## src/rtl/rock_strategy_ctrl.sv

```systemverilog
// rock_strategy_ctrl: picks a rocking speed from the stress level trend.
// Starts rocking when stress reaches START_LEVEL, re-evaluates every
// EVAL_CYCLES clocks and stops after CALM_WINDOWS calm evaluations.
// Optional macro ROCK_ALARM_EN adds a sticky "rocking not helping" alarm.
module rock_strategy_ctrl #(
    parameter int EVAL_CYCLES  = 1000,
    parameter int SPEED_MAX    = 7,
    parameter int SPEED_INIT   = 3,
    parameter int START_LEVEL  = 3,
    parameter int CALM_WINDOWS = 4,
    parameter int MAX_TRIES    = 8
) (
    input  logic       clk,
    input  logic       reset,
    input  logic [2:0] status,
    input  logic       gedaald,
    input  logic       gelijk,
    output logic [2:0] speed,
    output logic       direction,
    output logic       rocking,
    output logic       eval_tick,
    output logic       alarm
);

    localparam int WIN_W  = $clog2(EVAL_CYCLES);
    localparam int CALM_W = $clog2(CALM_WINDOWS + 1);

    localparam logic [WIN_W-1:0]  WIN_LAST  = WIN_W'(EVAL_CYCLES - 1);
    localparam logic [CALM_W-1:0] CALM_LAST = CALM_W'(CALM_WINDOWS - 1);
    localparam logic [2:0]        SMAX      = 3'(SPEED_MAX);
    localparam logic [2:0]        SINIT     = 3'(SPEED_INIT);
    localparam logic [2:0]        START_L   = 3'(START_LEVEL);

    // Elaboration-time parameter sanity checks
    if (EVAL_CYCLES < 2 || SPEED_MAX < 1 || SPEED_MAX > 7 ||
        SPEED_INIT < 1 || SPEED_INIT > SPEED_MAX ||
        START_LEVEL < 0 || START_LEVEL > 7 ||
        CALM_WINDOWS < 1 || MAX_TRIES < 1) begin : g_bad_params
        $error("rock_strategy_ctrl: parameter out of range");
    end

    typedef enum logic [1:0] {
        IDLE,
        RUN,
        EVAL
    } state_t;

    state_t              state_q, state_d;
    logic [WIN_W-1:0]    win_q,   win_d;
    logic [CALM_W-1:0]   calm_q,  calm_d;
    logic [2:0]          speed_q, speed_d;
    logic                dir_q,   dir_d;
    logic                rock_q,  rock_d;
    logic                tick_q,  tick_d;

`ifdef ROCK_ALARM_EN
    localparam int TRY_W = $clog2(MAX_TRIES + 1);
    localparam logic [TRY_W-1:0] TRY_MAX = TRY_W'(MAX_TRIES);

    logic [TRY_W-1:0]    tries_q, tries_d;
    logic                alarm_q, alarm_d;
`endif

    // One speed step in direction 'up', reflecting off 1 and SPEED_MAX.
    // Returns {new_direction, new_speed}.
    function automatic logic [3:0] step(input logic [2:0] s, input logic up);
        logic [3:0] r;
        if (up) begin
            if (s == SMAX) r = {1'b0, s - 3'd1};
            else           r = {1'b1, s + 3'd1};
        end else begin
            if (s == 3'd1) r = {1'b1, 3'd2};
            else           r = {1'b0, s - 3'd1};
        end
        return r;
    endfunction

    // State and output registers; reset overrides everything
    always_ff @(posedge clk) begin
        if (reset) begin
            state_q <= IDLE;
            win_q   <= '0;
            calm_q  <= '0;
            speed_q <= '0;
            dir_q   <= 1'b1;
            rock_q  <= 1'b0;
            tick_q  <= 1'b0;
`ifdef ROCK_ALARM_EN
            tries_q <= '0;
            alarm_q <= 1'b0;
`endif
        end else begin
            state_q <= state_d;
            win_q   <= win_d;
            calm_q  <= calm_d;
            speed_q <= speed_d;
            dir_q   <= dir_d;
            rock_q  <= rock_d;
            tick_q  <= tick_d;
`ifdef ROCK_ALARM_EN
            tries_q <= tries_d;
            alarm_q <= alarm_d;
`endif
        end
    end

    // Next-state, window timing and evaluation decision
    always_comb begin
        state_d = state_q;
        win_d   = win_q;
        calm_d  = calm_q;
        speed_d = speed_q;
        dir_d   = dir_q;
        rock_d  = rock_q;
        tick_d  = 1'b0;
`ifdef ROCK_ALARM_EN
        tries_d = tries_q;
        alarm_d = alarm_q;
`endif
        case (state_q)
            IDLE: begin
                win_d   = '0;
                calm_d  = '0;
                speed_d = '0;
                rock_d  = 1'b0;
                if (status >= START_L) begin
                    state_d = RUN;
                    speed_d = SINIT;
                    dir_d   = 1'b1;
                    rock_d  = 1'b1;
                end
            end
            RUN: begin
                if (win_q == WIN_LAST) begin
                    win_d   = '0;
                    state_d = EVAL;
                    tick_d  = 1'b1;
                end else begin
                    win_d = win_q + 1'b1;
                end
            end
            EVAL: begin
                state_d = RUN;
                if (status == 3'd0) begin
                    if (calm_q == CALM_LAST) begin
                        state_d = IDLE;
                        calm_d  = '0;
                        speed_d = '0;
                        rock_d  = 1'b0;
                    end else begin
                        calm_d = calm_q + 1'b1;
                    end
                end else begin
                    calm_d = '0;
                    // Level: keep going the same way; rising: reverse.
                    if (!gedaald) begin
                        {dir_d, speed_d} = step(speed_q, gelijk ? dir_q : ~dir_q);
                    end
                end
`ifdef ROCK_ALARM_EN
                if (status == 3'd0 || gedaald) begin
                    tries_d = '0;
                    if (status == 3'd0) alarm_d = 1'b0;
                end else if (tries_q != TRY_MAX) begin
                    tries_d = tries_q + 1'b1;
                    if (tries_q + 1'b1 == TRY_MAX) alarm_d = 1'b1;
                end
`endif
            end
            default: begin
                state_d = IDLE;
            end
        endcase
    end

    assign speed     = speed_q;
    assign direction = dir_q;
    assign rocking   = rock_q;
    assign eval_tick = tick_q;
`ifdef ROCK_ALARM_EN
    assign alarm     = alarm_q;
`else
    assign alarm     = 1'b0;
`endif

endmodule

```

## config.mk

```make
export PLATFORM = sky130hd
export DESIGN_NAME = rock_strategy_ctrl
export DESIGN_NICKNAME = d
export VERILOG_FILES = /design/src/rtl/rock_strategy_ctrl.sv
export SDC_FILE = /design/constraint.sdc
export NUM_CORES = 1
export LEC_CHECK = 0
export BUFFER_PORTS_ARGS = -buffer_cell sky130_fd_sc_hd__buf_2
export CAP_MARGIN = 20
export CORE_UTILIZATION = 55
export DETAILED_ROUTE_END_ITERATION = 10
export PLACE_DENSITY = 0.76
export SKIP_CTS_REPAIR_TIMING = 1
export SLEW_MARGIN = 20
export SYNTH_ARGS = -nofsm -noshare
export SYNTH_HDL_FRONTEND = slang
export SYNTH_SLANG_ARGS = --single-unit
```

## constraint.sdc

```tcl
create_clock -name clk -period 2.2 [get_ports clk]
set_clock_uncertainty 0.1 [all_clocks]
set_input_delay 0.11 -clock clk [delete_from_list [all_inputs] [get_ports clk]]
set_output_delay 0.11 -clock clk [all_outputs]
set_load 0.01 [all_outputs]
```

==> metrics.yaml, run 1 <==
outcome: "finished, final reports clean"
syn_avg_cell_area_um2: 8.30
final_hold_viol_count: 0
core.rowCount: 16
drt_iter0_drc: 17
core_um2: 2020
start_util: 0.608
grt_start_max_net_pins: 19
area_growth_pct: 5.30
crit_path_end_kind: "flop"
grt_pass1_wl_mm: 4.13
fin_area_um2: 1290
cap_viol_max_count: 0
finalSetupViolCount: 0
min_period_ns: 1.76
fin_cells: 182
fin_nets: 169
numCtsBuffers: 3
synthArstFlopShare: 0
p_clk_frac: 0.275
crit_start: "state_q[0]$_SDFFE_PP0P_"
holdCritPathClass: "in2reg"
diodes: 0
ys_ff_latch: 21
p_int_uw: 492
worstMarginPinSlew_ns: 0.542
numPlacedInstances: 178
die_w_um: 49.3
layout_common_cells: "dfxtp_1 (21), a21oi_1 (19), nor2_1 (15)"
ys_seq_area_frac: 0.342
synthFlopType: "dfxtp_1"
dieArea_um2: 2430
crit_type: "reg2reg"
synth_fp_nets: 161
num_vias: 1062
slowest_delay_ns: 0.53
power_uw: 667
clock_path_buffers: 2
dp_hpwl_mm: 1.77
drive_gt1_frac: 0.148
path_clk_slew_ns: 0.12
drv_slew: 0
io_buffer_count: 12
peakVddDrop_mv: 0.349
wirelength_mm: 2.32
power.static_leakage_uw: 0.000484
netlist_area_um2: 1230
first_pass_iters: 4
use_met2: 0.361
required_ns: 2.33
p_seq_frac: 0.597
yosysWarnings: 0
synth.distinct_cells: 44
swShare: 0.262
wl_per_cell_um: 12.8
setup_slack_ns: 0.443
combPwrFrac: 0.127
timing.fmax_mhz: 569
layout_commonest_cell: "dfxtp_1"
cts_root_buf: "clkbuf_4"
htreeDepth: 1
hold_start: "reset"
avgViaCountPerCell: 5.84
dpl_worst_slack_ns: 0.485
drtAntennaViolNets: 0
cts_tree: "yes"
power_density_nw_per_um2: 515
crit_fanout: 11
grtUsageMet3: 0.0312
io_pins: 14
dpl_cell_area_um2: 1270
overflow: 0
crit_chain: "or3b_4 > a31oi_4 > nand4_2 > mux2i_1"
grt_use_met1: 0.272
worstSetupStartpointType: "flop"
first_global_vias: 994
synth_edf_count: 0
drc: 0
die_h_um: 49.3
fin_setup_tns_ns: 0
syn-instance-count: 148
grt_setup_unrepaired: "false"
timing.rr.start: "state_q[0]$_SDFFE_PP0P_"
slew_headroom: 0.636
crit_arrival_ns: 1.89
grt_util_all_layers: 0.212
clock-sinks: 21
crit_path_top_delay_cell: "dfxtp_1"
gp_congestion: 0.828
clock_latency_ns: 0.30
antenna_found_initial: 0
p_sw_uw: 175
grt-busiest-layer: "met2"
period_share: 0.798
[synth_stat cells (2+ instances only)]
library cell | instances | area share
dfxtp_1 | 21 | 0.34
a21oi_1 | 19 | 0.077
nor2_1 | 15 | 0.046
a31oi_1 | 8 | 0.041
inv_1 | 8 | 0.024
nand2b_1 | 7 | 0.036
ha_1 | 6 | 0.061
nand2_1 | 6 | 0.018
nand3_1 | 6 | 0.024
mux2i_1 | 4 | 0.033
nand4_1 | 4 | 0.020
buf_2 | 3 | 0.012
buf_4 | 3 | 0.018
nor3_1 | 3 | 0.012
a311oi_1 | 2 | 0.014
and3_1 | 2 | 0.010
clkbuf_1 | 2 | 0.0061
o31ai_1 | 2 | 0.012
xnor2_1 | 2 | 0.014
[critical path: cells and delay by family, from the launching register on]
kind            cells  cell delay (ns)
compound gates      1             0.30
flops               1             0.53
mux                 1             0.14
simple gates        2             0.61
[per-stage QoR]
stage,hold slack [ns],utilization
6_report,0.0689,0.640
5_1_grt,0.0739,0.640
3_5_place_dp,0.369,0.626
4_1_cts,0.0548,0.640
3_3_place_gp,0.353,0.626
2_1_floorplan,0.250,-
[cell type report]
type                       instances  area (µm²)
multi-input combinational        110         722
timing repair buffer              12        60.1
tap                               27        33.8
inverter                           8        30.0
clock inverter                     1        5.00
sequential                        21         420
fill                             187         728
clock buffer                       3        22.5
[flip-flops by register name (all words and copies together), names as in the netlist]
| name | cells |
|---|---|
| direction | 1 |
| rocking | 1 |
| state_q | 2 |
| calm_q | 3 |
| eval_tick | 1 |
| win_q | 10 |
| speed | 3 |
[kinds of logic (layout without fill, tap and decap cells)]
group | after synthesis | count (layout) | share of synthesized area
and+or+nand+nor | 54 | 54 | 0.246
xor gates and xnor gates | 3 | 3 | 0.0214
muxes | 5 | 5 | 0.0418
DFF | 21 | 21 | 0.342
AOI/OAI and AO/OA | 41 | 41 | 0.214
adders and majority gates | 6 | 6 | 0.0611
other | 1 | 1 | 0.00305
buffers and inverters | 17 | 24 | 0.0703
[metal layers]
layer  routed length [µm]  up-vias
met4                   12        0
met5                    0        -
li1                     -      550
met3                   59        2
met1                 1130      494
met2                 1120       16
[final timing paths]
| path | end | slack (ns) | depth (start not counted) |
|---|---|---|---|
| worst max-delay path | win_q[5]$_SDFFE_PP0P_ | 0.44 | 4 |
| worst max register to register | win_q[5]$_SDFFE_PP0P_ | 0.44 | 4 |
| worst min-delay path | calm_q[0]$_SDFFE_PP0P_ | 0.07 | 2 |
| worst min register to register | rocking$_SDFFE_PP0P_ | 0.39 | 2 |
[power groups by stage]
stage,clock network (µW),logic [µW],registers (µW)
after global placement,0,83.9,406
after floorplan,0,69.2,404
after CTS,191,84.6,398
after global routing,207,94.8,400
final,183,84.8,398
after detailed placement,0,84.4,407
Power figures use the tool's default switching activity.
==> run 2, diff against run 1 <==
==> constraint.sdc (replaced) <==
create_clock -name clk -period 1.65 [get_ports clk]
set_clock_uncertainty 0.1 [all_clocks]
set_input_delay 0.0825 -clock clk [delete_from_list [all_inputs] [get_ports clk]]
set_output_delay 0.0825 -clock clk [all_outputs]
set_load 0.01 [all_outputs]
==> run 2 against run 1 <==
Maximum frequency grew 14%. Combinational power rose by 52%. Core utilization increased by 5.0 points. Largest cell class unchanged. Largest power group unchanged. Highest routed layer unchanged.
==> metrics.yaml, run 2 (synthesis results as in run 1) <==
grt_util_all_layers: 0.231
drv_slew: 0
drtAntennaViolNets: 0
wl_per_cell_um: 13.4
dp_hpwl_mm: 1.88
crit_chain: "and4_4 > nand4_1 > or4_1 > a31oi_1"
crit_arrival_ns: 1.69
grt_start_max_net_pins: 18
holdCritPathClass: "in2reg"
timing.fmax_mhz: 652
core.rowCount: 16
first_global_vias: 1035
grt_pass1_wl_mm: 4.24
drive_gt1_frac: 0.212
crit_type: "reg2reg"
overflow: 0
area_growth_pct: 13.4
die_w_um: 49.3
htreeDepth: 1
drt_iter0_drc: 44
numCtsBuffers: 3
crit_path_top_delay_cell: "or4_1"
crit_fanout: 5
outcome: "finished, final reports clean"
cts_root_buf: "clkbuf_4"
drc: 0
die_h_um: 49.3
fin_nets: 179
crit_family: "simple AND/OR/NAND/NOR gates"
clock_path_buffers: 2
num_vias: 1153
io_pins: 14
required_ns: 1.80
clock_latency_ns: 0.32
finalSetupViolCount: 0
clock-sinks: 21
slowest_delay_ns: 0.40
gp_congestion: 0.873
largest_register_ffs: 10
io_buffer_count: 12
power.static_leakage_uw: 0.000532
largest_register: "win_q"
start_util: 0.608
power_density_nw_per_um2: 653
min_period_ns: 1.53
core_um2: 2020
antenna_found_initial: 0
postLayoutCoreUtil: 0.689
peakVddDrop_mv: 0.652
crit_buf_inv: 0
crit_path_end_kind: "flop"
cap_viol_max_count: 0
fill_cells: 165
avgViaCountPerCell: 6.01
layout_common_cells: "a21oi_1 (19), dfxtp_1 (19), nor2_1 (15)"
wirelength_mm: 2.58
dieArea_um2: 2430
period_share: 0.930
diodes: 0
worstSetupStartpointType: "flop"
cts_tree: "yes"
final_hold_viol_count: 0
path_clk_slew_ns: 0.12
fin_setup_tns_ns: 0
first_pass_iters: 4
==> run 2: metrics by stage <==
stage,hold slack [ns],power [µW],setup slack (ns),cell area (µm²),std cells
after floorplan,0.222,631,0.139,1230,148
after global placement,0.313,659,0.0853,1330,187
after detailed placement,0.315,662,-0.00634,1330,187
after CTS,-0.0394,919,-0.0224,1360,191
after global routing,0.00535,952,-0.00308,1390,192
final,0.00984,910,0.115,1390,192
==> run 2: report_power, final <==
group	switching [µW]	total, µW	internal, µW
clock	159	254	94.7
combinational	73.2	129	55.6
sequential	9.71	528	518
total	242	910	668
==> run 2: path summary, 6_finish.rpt <==
kind | end | depth (start not counted) | slack (ns) | from
min | state_q[1]$_SDFFE_PP0P_ | 3 | 0.01 | reset
min reg2reg | win_q[6]$_SDFFE_PP0P_ | 1 | 0.39 | win_q[6]$_SDFFE_PP0P_
max reg2reg | win_q[9]$_SDFFE_PP0P_ | 4 | 0.12 | win_q[8]$_SDFFE_PP0P_
max | win_q[9]$_SDFFE_PP0P_ | 4 | 0.12 | win_q[8]$_SDFFE_PP0P_
==> run 2: per-layer routing <==
metal  GRT usage  routed length, µm  vias to the layer above
li1            -                  -                      578
met1       0.255               1160                      543
met2       0.393               1270                       28
met3      0.0685                102                        4
met4       0.123                 45                        0
met5           0                  0                        -
==> run 2: worst reg2reg max path, cell delays in order, from the launching register on <==
cell,delay (ns)
dfxtp_1,0.38
and4_4,0.31
nand4_1,0.13
or4_1,0.40
a31oi_1,0.16
==> run 2: area by class of cell <==
| type | instances | area (µm²) | share of cell area |
|---|---|---|---|
| well taps | 27 | 33.8 | 0.0242 |
| inverters | 8 | 30.0 | 0.0215 |
| repair buffers | 21 | 128 | 0.0916 |
| flip-flops and latches | 21 | 423 | 0.303 |
| clock buffers | 4 | 26.3 | 0.0189 |
| multi-input cells | 111 | 753 | 0.540 |
